$ cat config.mk
export PLATFORM = sky130hd
export DESIGN_NAME = shift_arbiter
export DESIGN_NICKNAME = d
export VERILOG_FILES = /design/src/rtl/shift_arbiter.sv
export SDC_FILE = /design/constraint.sdc
export NUM_CORES = 1
export LEC_CHECK = 0
export CELL_PAD_IN_SITES_DETAIL_PLACEMENT = 0
export CELL_PAD_IN_SITES_GLOBAL_PLACEMENT = 1
export CORE_UTILIZATION = 34
export DETAILED_ROUTE_END_ITERATION = 8
export GPL_TIMING_DRIVEN = 0
export PLACE_DENSITY = 0.89
export SYNTH_ARGS = -nofsm -noshare
export SYNTH_HDL_FRONTEND = slang
export SYNTH_SLANG_ARGS = --single-unit
$ cat constraint.sdc
create_clock -name i_clk -period 4.51 [get_ports i_clk]
set_input_delay 0.902 -clock i_clk [delete_from_list [all_inputs] [get_ports i_clk]]
set_output_delay 0.902 -clock i_clk [all_outputs]
set_load 0.01 [all_outputs]
$ cat src/rtl/shift_arbiter.sv
// -----------------------------------------------------------------------------
// shift_arbiter
//   Shares one external 32-bit barrel shifter (1-cycle registered latency)
//   among N_REQ requesters. Requests use valid/ready handshakes, and results
//   leave in grant order through a 2-entry response buffer tagged with the
//   requester index.
//
// Configuration macro:
//   SHIFT_ARB_FIXED_PRIO_EN  defined   -> fixed priority, lowest index wins
//                            undefined -> round-robin arbitration (default)
//
// Ports:
//   i_clk, i_rst                 clock, asynchronous active-high reset
//   i_req_valid / o_req_ready    per-requester handshake (ready is a one-hot grant)
//   i_req_signed/left/amt/data   per-requester operation fields (packed)
//   o_sh_*                       operands to the shifter
//   i_sh_data                    shifter result, valid one cycle after operands
//   o_rsp_valid/id/data          head of the response buffer
//   i_rsp_ready                  response accept
// -----------------------------------------------------------------------------
module shift_arbiter #(
    parameter int N_REQ = 4,
    parameter int ID_W  = 2
) (
    input  logic                  i_clk,
    input  logic                  i_rst,
    input  logic [N_REQ-1:0]      i_req_valid,
    output logic [N_REQ-1:0]      o_req_ready,
    input  logic [N_REQ-1:0]      i_req_signed,
    input  logic [N_REQ-1:0]      i_req_left,
    input  logic [5*N_REQ-1:0]    i_req_amt,
    input  logic [32*N_REQ-1:0]   i_req_data,
    output logic                  o_sh_signed,
    output logic                  o_sh_shift_left,
    output logic [4:0]            o_sh_shift_amt,
    output logic [31:0]           o_sh_data,
    input  logic [31:0]           i_sh_data,
    output logic                  o_rsp_valid,
    output logic [ID_W-1:0]       o_rsp_id,
    output logic [31:0]           o_rsp_data,
    input  logic                  i_rsp_ready
);

    logic                 inflight_r;
    logic [ID_W-1:0]      inflight_id_r;
    logic [31:0]          buf_data_r [2];
    logic [ID_W-1:0]      buf_id_r   [2];
    logic                 wr_ptr_r;
    logic                 rd_ptr_r;
    logic [1:0]           count_r;

    logic                 sh_signed_r;
    logic                 sh_left_r;
    logic [4:0]           sh_amt_r;
    logic [31:0]          sh_data_r;

    logic                 push_s;
    logic                 pop_s;
    logic [2:0]           occ_s;
    logic                 issue_ok_s;
    logic                 grant_vld_s;
    logic [ID_W-1:0]      grant_idx_s;
    int                   cand_s;
    logic [ID_W-1:0]      cand_idx_s;

`ifndef SHIFT_ARB_FIXED_PRIO_EN
    logic [ID_W-1:0]      rr_ptr_r;
`endif

    assign push_s = inflight_r;
    assign pop_s  = (count_r != 2'd0) && i_rsp_ready;

    // Slot accounting: a buffered entry plus the in-flight op each hold a slot;
    // a pop in the same cycle frees one, which keeps throughput at 1 op/cycle.
    always_comb begin
        occ_s      = {1'b0, count_r} + {2'b00, inflight_r} - {2'b00, pop_s};
        issue_ok_s = (occ_s < 3'd2) && !i_rst;
    end

    // Arbitration scan: first valid requester starting from the priority origin.
    always_comb begin
        grant_vld_s = 1'b0;
        grant_idx_s = '0;
        cand_s      = 0;
        cand_idx_s  = '0;
        for (int i = 0; i < N_REQ; i++) begin
`ifdef SHIFT_ARB_FIXED_PRIO_EN
            cand_s = i;
`else
            cand_s = int'(rr_ptr_r) + i;
            if (cand_s >= N_REQ) begin
                cand_s = cand_s - N_REQ;
            end else begin
                cand_s = cand_s;
            end
`endif
            cand_idx_s = cand_s[ID_W-1:0];
            if (issue_ok_s && !grant_vld_s && i_req_valid[cand_idx_s]) begin
                grant_vld_s = 1'b1;
                grant_idx_s = cand_idx_s;
            end else begin
                grant_vld_s = grant_vld_s;
            end
        end
    end

    // Grant vector and shifter operands; operands hold their last value when idle.
    always_comb begin
        o_req_ready     = '0;
        o_sh_signed     = sh_signed_r;
        o_sh_shift_left = sh_left_r;
        o_sh_shift_amt  = sh_amt_r;
        o_sh_data       = sh_data_r;
        if (grant_vld_s) begin
            o_req_ready[grant_idx_s] = 1'b1;
            o_sh_signed     = i_req_signed[grant_idx_s];
            o_sh_shift_left = i_req_left[grant_idx_s];
            o_sh_shift_amt  = i_req_amt[5*int'(grant_idx_s) +: 5];
            o_sh_data       = i_req_data[32*int'(grant_idx_s) +: 32];
        end else begin
            o_req_ready     = '0;
        end
    end

    // In-flight tracking and operand hold registers.
    always_ff @(posedge i_clk or posedge i_rst) begin
        if (i_rst) begin
            inflight_r    <= 1'b0;
            inflight_id_r <= '0;
            sh_signed_r   <= 1'b0;
            sh_left_r     <= 1'b0;
            sh_amt_r      <= 5'd0;
            sh_data_r     <= 32'd0;
        end else begin
            inflight_r <= grant_vld_s;
            if (grant_vld_s) begin
                inflight_id_r <= grant_idx_s;
                sh_signed_r   <= o_sh_signed;
                sh_left_r     <= o_sh_shift_left;
                sh_amt_r      <= o_sh_shift_amt;
                sh_data_r     <= o_sh_data;
            end
        end
    end

`ifndef SHIFT_ARB_FIXED_PRIO_EN
    // Round-robin pointer: moves past the granted requester, held otherwise.
    always_ff @(posedge i_clk or posedge i_rst) begin
        if (i_rst) begin
            rr_ptr_r <= '0;
        end else if (grant_vld_s) begin
            if (grant_idx_s == ID_W'(N_REQ - 1)) begin
                rr_ptr_r <= '0;
            end else begin
                rr_ptr_r <= grant_idx_s + ID_W'(1);
            end
        end
    end
`endif

    // Response FIFO: captures the shifter result the cycle after each grant.
    always_ff @(posedge i_clk or posedge i_rst) begin
        if (i_rst) begin
            for (int e = 0; e < 2; e++) begin
                buf_data_r[e] <= 32'd0;
                buf_id_r[e]   <= '0;
            end
            wr_ptr_r <= 1'b0;
            rd_ptr_r <= 1'b0;
            count_r  <= 2'd0;
        end else begin
            if (push_s) begin
                buf_data_r[wr_ptr_r] <= i_sh_data;
                buf_id_r[wr_ptr_r]   <= inflight_id_r;
                wr_ptr_r             <= ~wr_ptr_r;
            end
            if (pop_s) begin
                rd_ptr_r <= ~rd_ptr_r;
            end
            count_r <= count_r + {1'b0, push_s} - {1'b0, pop_s};
        end
    end

    assign o_rsp_valid = (count_r != 2'd0);
    assign o_rsp_id    = buf_id_r[rd_ptr_r];
    assign o_rsp_data  = buf_data_r[rd_ptr_r];

endmodule
; Word level (Yosys, flattened, before mapping)
; Index checks and enable logic that the tools add are counted.
[word_totals]
regBits = 116
output_inout_bits = 78
word_cells = 108
[classes]
add_sub_neg = 12
n_mul = 1
n_lt_le_gt_ge = 14
eq_ne = 1
n_shift = 2
n_mux = 44
bitwise_logic = 4
reduce_logical = 16
[op_table]
columns = op, count
row1 = $mux 32, 5
row2 = $shiftx 128x8->32, 1
row3 = $bwmux 64, 1
row4 = $demux 32 s1, 1
row5 = $mux 2, 13
row6 = $shiftx 20x6->5, 1
row7 = $lt 2x3->1 const B, 5
row8 = $mux 1, 13
row9 = $bmux 1 s2, 6
row10 = $logic_and 1x1->1, 11
row11 = $ge 3x3->1 const B, 3
row12 = $sub 2x1->2 const B, 4
row13 = $add 2x2->3 const B, 2
row14 = $mul 3x2->5 const A, 1
row15 = $mux 5, 1
row16 = $bwmux 4, 1
row17 = $ge 2x2->1 const B, 2
row18 = $logic_not 1->1, 4
row19 = $mux 4, 1
row20 = $not 1->2, 2
row21 = $add 2x1->3, 1
row22 = $add 2x1->3 const B, 1
row23 = $ge 2x3->1 const B, 1
row24 = $lt 3x2->1 const B, 1
row25 = 11 further kinds, 12

; Logic depth before layout (Yosys ltp)
; Gate-level depths: netlist (run 1).
[depth]
word_depth = 24
mapped_depth = 16

; Worst setup path after synthesis (run 1)
; No wires, ideal clock.
[synth_timing]
path_kind = input to output
startpoint = input port i_rsp_ready
endpoint = output port o_sh_data[26]
arrival_time_ps = 3384
required_time_ps = 3608
slack_ps = 224
stages = 12
path_buffers = 3
cell_sequence = and2_1 > ha_1 > inv_1 > ha_1 > inv_1 > fa_1 > nor2b_1 > nand2_1 > buf_2 > buf_2 > clkbuf_1 > o41ai_1
[synth_between]
elab_chain_cells = 20
word_cells_on_any_way = 24
[synth_rtl]
columns = item, line_no
row1 = start: declaration, 41  ; input logic i_rsp_ready
row2 = $logic_and 1x1->1 (*), 71  ; assign pop_s = (count_r != 2'd0) && i_rsp_ready;
row3 = $sub 3x1->3 (*), 76  ; occ_s = {1'b0, count_r} + {2'b00, inflight_r} - {2'b00, pop_s};
row4 = $lt 3x2->1 (*), 77  ; issue_ok_s = (occ_s < 3'd2) && !i_rst;
row5 = $logic_and 1x1->1 (*), 77
row6 = $logic_and 1x1->1, 98  ; if (issue_ok_s && !grant_vld_s && i_req_valid[cand_idx_s]) begin
row7 = $mux 1, 98
row8 = $logic_not 1->1, 98
row9 = $logic_and 1x1->1 (2 in series), 98
row10 = $mux 1, 98
row11 = $logic_not 1->1, 98
row12 = $logic_and 1x1->1 (2 in series), 98
row13 = $mux 1, 98
row14 = $logic_not 1->1, 98
row15 = $logic_and 1x1->1 (2 in series), 98
row16 = $mux 2, 98
row17 = $shiftx 128x8->32, 119  ; o_sh_data = i_req_data[32*int'(grant_idx_s) +: 32];
row18 = $mux 32 (*), 114  ; if (grant_vld_s) begin
row19 = end: declaration, 36  ; output logic [31:0] o_sh_data,
; Every way passes the cells marked *; elsewhere a longest branch is shown, timed or not.

; Final worst setup path (run 1)
[layout_timing]
startpoint = register count_r[1]
endpoint = output port o_sh_data[16]
[layout_between]
elab_chain_cells = 21
word_cells_on_any_way = 26
[layout_rtl]
columns = item, line_no
row1 = start: declaration, 50  ; logic [1:0] count_r;
row2 = start signal: assignment, 180  ; count_r <= count_r + {1'b0, push_s} - {1'b0, pop_s};
row3 = $reduce_bool 2->1 (*), 71
row4 = $logic_and 1x1->1 (*), 71
row5 = named net pop_s, 58  ; logic pop_s;
row6 = $sub 3x1->3 (*), 76
row7 = $lt 3x2->1 (*), 77
row8 = $logic_and 1x1->1 (*), 77
row9 = $logic_and 1x1->1, 98
row10 = $mux 1, 98
row11 = [... 4 more ...], --
row12 = $logic_not 1->1, 98
row13 = $logic_and 1x1->1 (2 in series), 98
row14 = $mux 1, 98
row15 = $logic_not 1->1, 98
row16 = $logic_and 1x1->1 (2 in series), 98
row17 = $mux 2, 98
row18 = $shiftx 128x8->32, 119
row19 = $mux 32 (*), 114
; The timed path passes the listed nets; every way through them passes the cells marked *.

==> impl_metrics.tcl, run 1 <==
set metrics [dict create \
    status "finished with violations" \
    violations "negative setup slack" \
    io_buffers 272 \
    ys_ff_latch 116 \
    synth_common_cells "dfrtp_1, mux2_2, nand2_1" \
    p_leak_uw 0.00458 \
    r2r_start "count_r[1]" \
    dieHeight_um 144 \
    seq_power_share_pct 21.9 \
    cts.sinks 116 \
    grt_first_pass_wirelength_um 36900 \
    grt_busiest_layer "met2" \
    fin_crit_ns 4.58 \
    required_ns 3.61 \
    drv_slew 0 \
    hold_viol 0 \
    hold_class "register to register" \
    pwr-share-clk_pct 17.1 \
    worstPathMaxFanout 4 \
    cts_buffers 17 \
    antenna_found_initial 0 \
    power_density_nw_per_um2 716 \
    tightest_slew_ns 0.886 \
    comb_power_share_pct 61.0 \
    postSynthCellCount 610 \
    max_freq_mhz 219 \
    synth_fp_nets 809 \
    yosysMostFrequentCell "dfrtp_1" \
    fin_util_pct 57.9 \
    peakVddDrop_uv 317 \
    cts_tree "yes" \
    drtPass1Iterations 4 \
    setup_ws_ns -0.0664 \
    grtUsageMet2_pct 40.5 \
    startpoint "count_r[1]" \
    final_nets 1132 \
    area.growth.synth_to_final_pct 65.0 \
    vias 6695 \
    wl_per_cell_um 20.5 \
    async_flop_share_pct 100 \
    relSlewSlack_pct 41.0 \
    cts.clk_slew.worst_paths_ns 0.06 \
    clock_latency_ns 0.42 \
    ios 273 \
    cp-start-kind "register" \
    synth.area.top_cells "dfrtp_1, mux2_2, o31a_1, a311oi_2, o31ai_1" \
    core-area_sq_um 19700 \
    drt_iter0_drc 364 \
    clk_path_buf_depth 2 \
    synthFlopType "dfrtp_1" \
    internal_power_uw 4940 \
    path_class "register to primary output" \
    ys_warn_count 0 \
    vias_per_cell 5.53 \
    switching_share_pct 39.4 \
    holdCritStartpoint "sh_data_r[3]" \
    netlist.area_leader.share_pct 42.1 \
    grt_overflow 0 \
    finalSetupViolCount 8 \
    dp_hpwl_um 17700 \
    start_util_pct 35.1 \
    maxCapViolations 0 \
    htreeDepth 4 \
    finalPower_uw 8150 \
    use_met3_pct 6.99 \
    root_buffer "clkbuf_16" \
    ant_nets 0 \
    drc 0 \
    gr-usage-met1_pct 27.2 \
    rsz0062_at_grt "true" \
    post-route-period-util_pct 101 \
    postSynthAreaPerCell_sq_um 11.3 \
    syn-cell-area_sq_um 6900 \
    track_usage_pct 23.4 \
    synth_edf_count 0 \
    critPathArrivalTime_ns 3.67 \
    antennaDiodeCount 0 \
    wl_um 24800 \
    die_w_um 144 \
    grt_pass1_vias 6939 \
    rows 51 \
    seq_area_frac_synth_pct 42.1 \
    drive_above_1_share_pct 37.2 \
    ys_types 47 \
    grt_max_degree 96 \
    gp_congestion 0.826 \
    p_sw_uw 3210 \
    end_kind "primary output" \
    dieArea_sq_um 20900 \
    clock_skew_ns 0.00800 \
    yosysTopAreaCell "dfrtp_1" \
]
[worst paths after layout]
kind,end,slack (ns),cells after the start
setup / recovery,o_sh_data[16],-0.07,16
hold / removal,sh_data_r[3],0.47,2
max in group asynchronous,sh_data_r[8],2.88,3
min in group asynchronous,sh_data_r[14],0.90,2
hold reg to reg,sh_data_r[3],0.47,2
setup reg to reg,sh_data_r[16],1.14,16
[final cells by class]
| class | count | area, sq um |
|---|---|---|
| multi-input combinational | 424 | 4200 |
| clock inverter | 11 | 149 |
| clock buffer | 21 | 460 |
| buffer | 61 | 445 |
| inverter | 9 | 53.8 |
| tap | 265 | 332 |
| sequential | 116 | 2900 |
| timing repair buffer | 304 | 2830 |
| fill | 1739 | 8270 |
[state kept, by name, summed over array words and instances (netlist names)]
signal	count
wr_ptr_r	1
sh_signed_r	1
count_r	2
buf_data_r	64
inflight_r	1
inflight_id_r	2
rd_ptr_r	1
sh_amt_r	5
buf_id_r	4
sh_left_r	1
sh_data_r	32
rr_ptr_r	2
[through the flow]
step	area, sq um	hold WS (ns)	TNS [ns]	cells	setup WS, ns
after floorplan	6900	0.437	0	610	0.224
after global placement	9950	0.448	-206.70	1147	-1.38
after detailed placement	9980	0.455	-46.64	1148	-1.30
after CTS	11100	0.476	-0.0681	1193	-0.0312
after global routing	11400	0.492	-3.59	1211	-0.232
final	11400	0.470	-0.277	1211	-0.0664
[per-layer routing]
metal	up-vias	wire length, um
met5	-	0
met4	0	585
met3	45	1960
met2	274	12300
met1	3298	9940
li1	3078	-
[timing repair]
item / 4_1_cts / 5_1_grt
endpoints found under the hold margin: 0 / 0
pin swaps: 21 / 42
resized for setup: 284 / 45
endpoints found under the setup margin: 43 / 42
hold buffers: 0 / 0
setup buffers: 12 / 19
gates cloned: 1 / 0
[critical path, stage by stage, from the launching register on]
cell	delay, ns
dfrtp_2	0.40
or2_4	0.25
and2_4	0.15
ha_4	0.21
inv_4	0.05
ha_4	0.12
inv_2	0.03
fa_1	0.50
nor2b_4	0.21
nand3_4	0.13
buf_4	0.16
buf_6	0.11
buf_4	0.13
o31a_1	0.24
a311oi_2	0.32
o41ai_2	0.10
buf_2	0.15
[power by group through the flow]
stage	Clock [uW]	Combinational (uW)	Sequential, uW
after global placement	0	4290	1770
after floorplan	0	2460	1730
after global routing	1470	5320	1840
after CTS	1420	4680	1790
final	1400	4970	1790
after detailed placement	0	4330	1800
[kinds of logic after synthesis]
family                     Yosys count  share of synthesized area (%)
DFF                                116                           42.1
buffers and inverters               70                           4.92
adders and majority gates            4                          0.834
AOI/OAI and AO/OA                  197                           26.2
xor gates and xnor gates             3                          0.381
and+or+nand+nor                    115                           8.54
muxes                              105                           17.1
[cell usage in the layout (no fill, tap or decap), types with 16 or more instances in the layout]
cell             instances
clkdlybuf4s50_1        228
dfrtp_1                115
mux2_2                 102
buf_2                   50
nand2_1                 47
o31a_1                  37
o31ai_1                 35
a311oi_2                33
buf_4                   29
a211oi_2                29
clkbuf_1                23
and3_1                  22
clkbuf_16               18
nor3_1                  16
o41ai_1                 16
Power figures use the tool's default switching activity.
==> inputs of run 2 (changes only) <==
Settings changed: CORE_UTILIZATION 34 to 30, PLACE_DENSITY 0.89 to 0.84.
Clock period 4.51 ns to 4.2 ns, I/O delays scaled along.
==> run 2 against run 1 <==
Compared with the run above: the run still ends with negative setup slack left; wire length up 6.7%; die area is 13% higher; final cell count up 4.8%; clock power is 16% higher; register-to-register slack got worse by 0.90 ns; global-route usage down 1.5 points; clock-buffer cell count is 4 lower; critical endpoint is now o_sh_data[5]; largest cell class unchanged; highest routed layer unchanged.
==> impl_metrics.tcl, run 2 (synthesized netlist as in run 1, its figures left out) <==
set metrics [dict create \
    status "finished with violations" \
    violations "negative setup slack" \
    fin_crit_ns 4.44 \
    io_buffers 272 \
    power_density_nw_per_um2 775 \
    drt_iter0_drc 415 \
    die_w_um 154 \
    antenna_found_initial 1 \
    regMostFlops "buf_data_r" \
    rsz0062_at_grt "true" \
    gp_congestion 0.789 \
    drtPass1Iterations 4 \
    wl_per_cell_um 20.8 \
    dpl_worst_slack_ns -1.53 \
    htreeDepth 4 \
    hold_viol 0 \
    worstPathMaxFanout 10 \
    vias_per_cell 5.44 \
    track_usage_pct 21.9 \
    cts.sinks 116 \
    crit_chain "or2_4, and2_4, ha_4, inv_2, ha_4, inv_2, fa_2, nor2b_4, nand2_4, buf_12, buf_12, clkbuf_16, o41ai_4, buf_2" \
    final_common_cell "clkdlybuf4s50_1" \
    cts.clk_slew.worst_paths_ns 0.05 \
    top_regs "buf_data_r: 64 flops, sh_data_r: 32 flops, sh_amt_r: 5 flops" \
    multi_input_area_sq_um 4500 \
    start_util_pct 30.6 \
    cts_hold_buf 0 \
    drv_slew 0 \
    tightest_slew_ns 0.761 \
    fillCellCount 1952 \
    drive_above_1_share_pct 42.1 \
    setup_ws_ns -0.238 \
    vias 6905 \
    area.growth.synth_to_final_pct 77.5 \
    dieArea_sq_um 23600 \
    end_kind "primary output" \
    holdPathStages 2 \
    p_leak_uw 0.00489 \
    clk_path_buf_depth 2 \
    peakVddDrop_uv 317 \
    postLayoutCellArea_sq_um 12200 \
    cts_tree "yes" \
    fin_util_pct 54.2 \
    place_inst 1168 \
    critPathArrivalTime_ns 3.60 \
    relSlewSlack_pct 49.3 \
    cp-start-kind "register" \
    grt_pass1_vias 7316 \
    cts_buffers 17 \
    finalSetupViolCount 42 \
    post-route-period-util_pct 106 \
    clock_skew_ns 0.0129 \
    placed_area_sq_um 10000 \
    seqCellArea_sq_um 2900 \
    wl_um 26400 \
    path_class "register to primary output" \
    clock_latency_ns 0.41 \
    grt_overflow 0 \
    final_cell_count_no_fill 1269 \
    required_ns 3.36 \
    max_freq_mhz 225 \
    dieHeight_um 154 \
    grt_max_degree 89 \
    grt_first_pass_wirelength_um 40400 \
    ant_nets 0 \
    maxCapViolations 0 \
    root_buffer "clkbuf_16" \
    path_buf_inv 6 \
    ios 273 \
    dp_hpwl_um 18100 \
    cp_num_cells 14 \
    final_nets 1170 \
    ff2ff_path_depth 23 \
    mostFrequentLayoutCells "clkdlybuf4s50_1, dfrtp_1, mux2_2, buf_4, buf_2" \
    drc 0 \
    core-area_sq_um 22600 \
    cp_top_family "adder cells" \
    critPathSlowestCell "fa_2" \
    largest_reg_flops 64 \
    max_stage_delay_ns 0.54 \
    rows 55 \
    hold_class "register to register" \
]
[run 2: layer usage]
layer,GRT usage [%],vias up,routed length (um)
li1,-,3131,-
met1,27.4,3487,11500
met2,36.9,254,13000
met3,5.64,33,1510
met4,6.71,0,474
met5,0,-,0
[run 2: repair_timing]
action,4_1_cts,5_1_grt
setup endpoints to repair,43,44
cloned,3,3
gates resized for setup,370,58
buffers inserted,44,22
pin swaps,73,42
[run 2: final cells by class]
class | count | share of cell area (%)
diodes | 1 | 0.0204
plain buffers | 60 | 4.14
clock buffers | 17 | 3.47
clock inverters | 14 | 1.85
inverters | 9 | 0.501
multi-input cells | 424 | 36.7
flip-flops and latches | 116 | 23.7
well taps | 285 | 2.91
repair buffers | 343 | 26.7
[run 2: final timing paths]
kind | slack (ns) | end | start
hold reg to reg | 0.47 | sh_data_r[10] | sh_data_r[10]
setup reg to reg | 0.24 | sh_data_r[0] | count_r[0]
min in group asynchronous | 0.86 | sh_data_r[14] | i_rst
hold / removal | 0.47 | sh_data_r[10] | sh_data_r[10]
setup / recovery | -0.24 | o_sh_data[5] | count_r[0]
max in group asynchronous | 2.60 | sh_amt_r[3] | i_rst
[run 2: metrics by stage]
stage               hold WS (ns)  TNS [ns]  total power (uW)
floorplan                  0.437         0              4510
global placement           0.449   -256.19              6520
detailed placement         0.454    -55.09              6600
CTS                        0.477     -6.27              9040
global route               0.497    -11.41             10000
finish                     0.475     -5.78              9490
[run 2: tightest hold or removal path, cell delays in order, from the launching register on]
cell	delay (ns)
dfrtp_1	0.32
nand2_1	0.06
o31ai_1	0.06
[run 2: where the power goes]
part / switching [uW] / internal (uW) / leakage [uW]
Combinational: 2920 / 3040 / 0.00318
Sequential: 233 / 1680 / 0.00140
Clock: 560 / 1060 / 0.000310
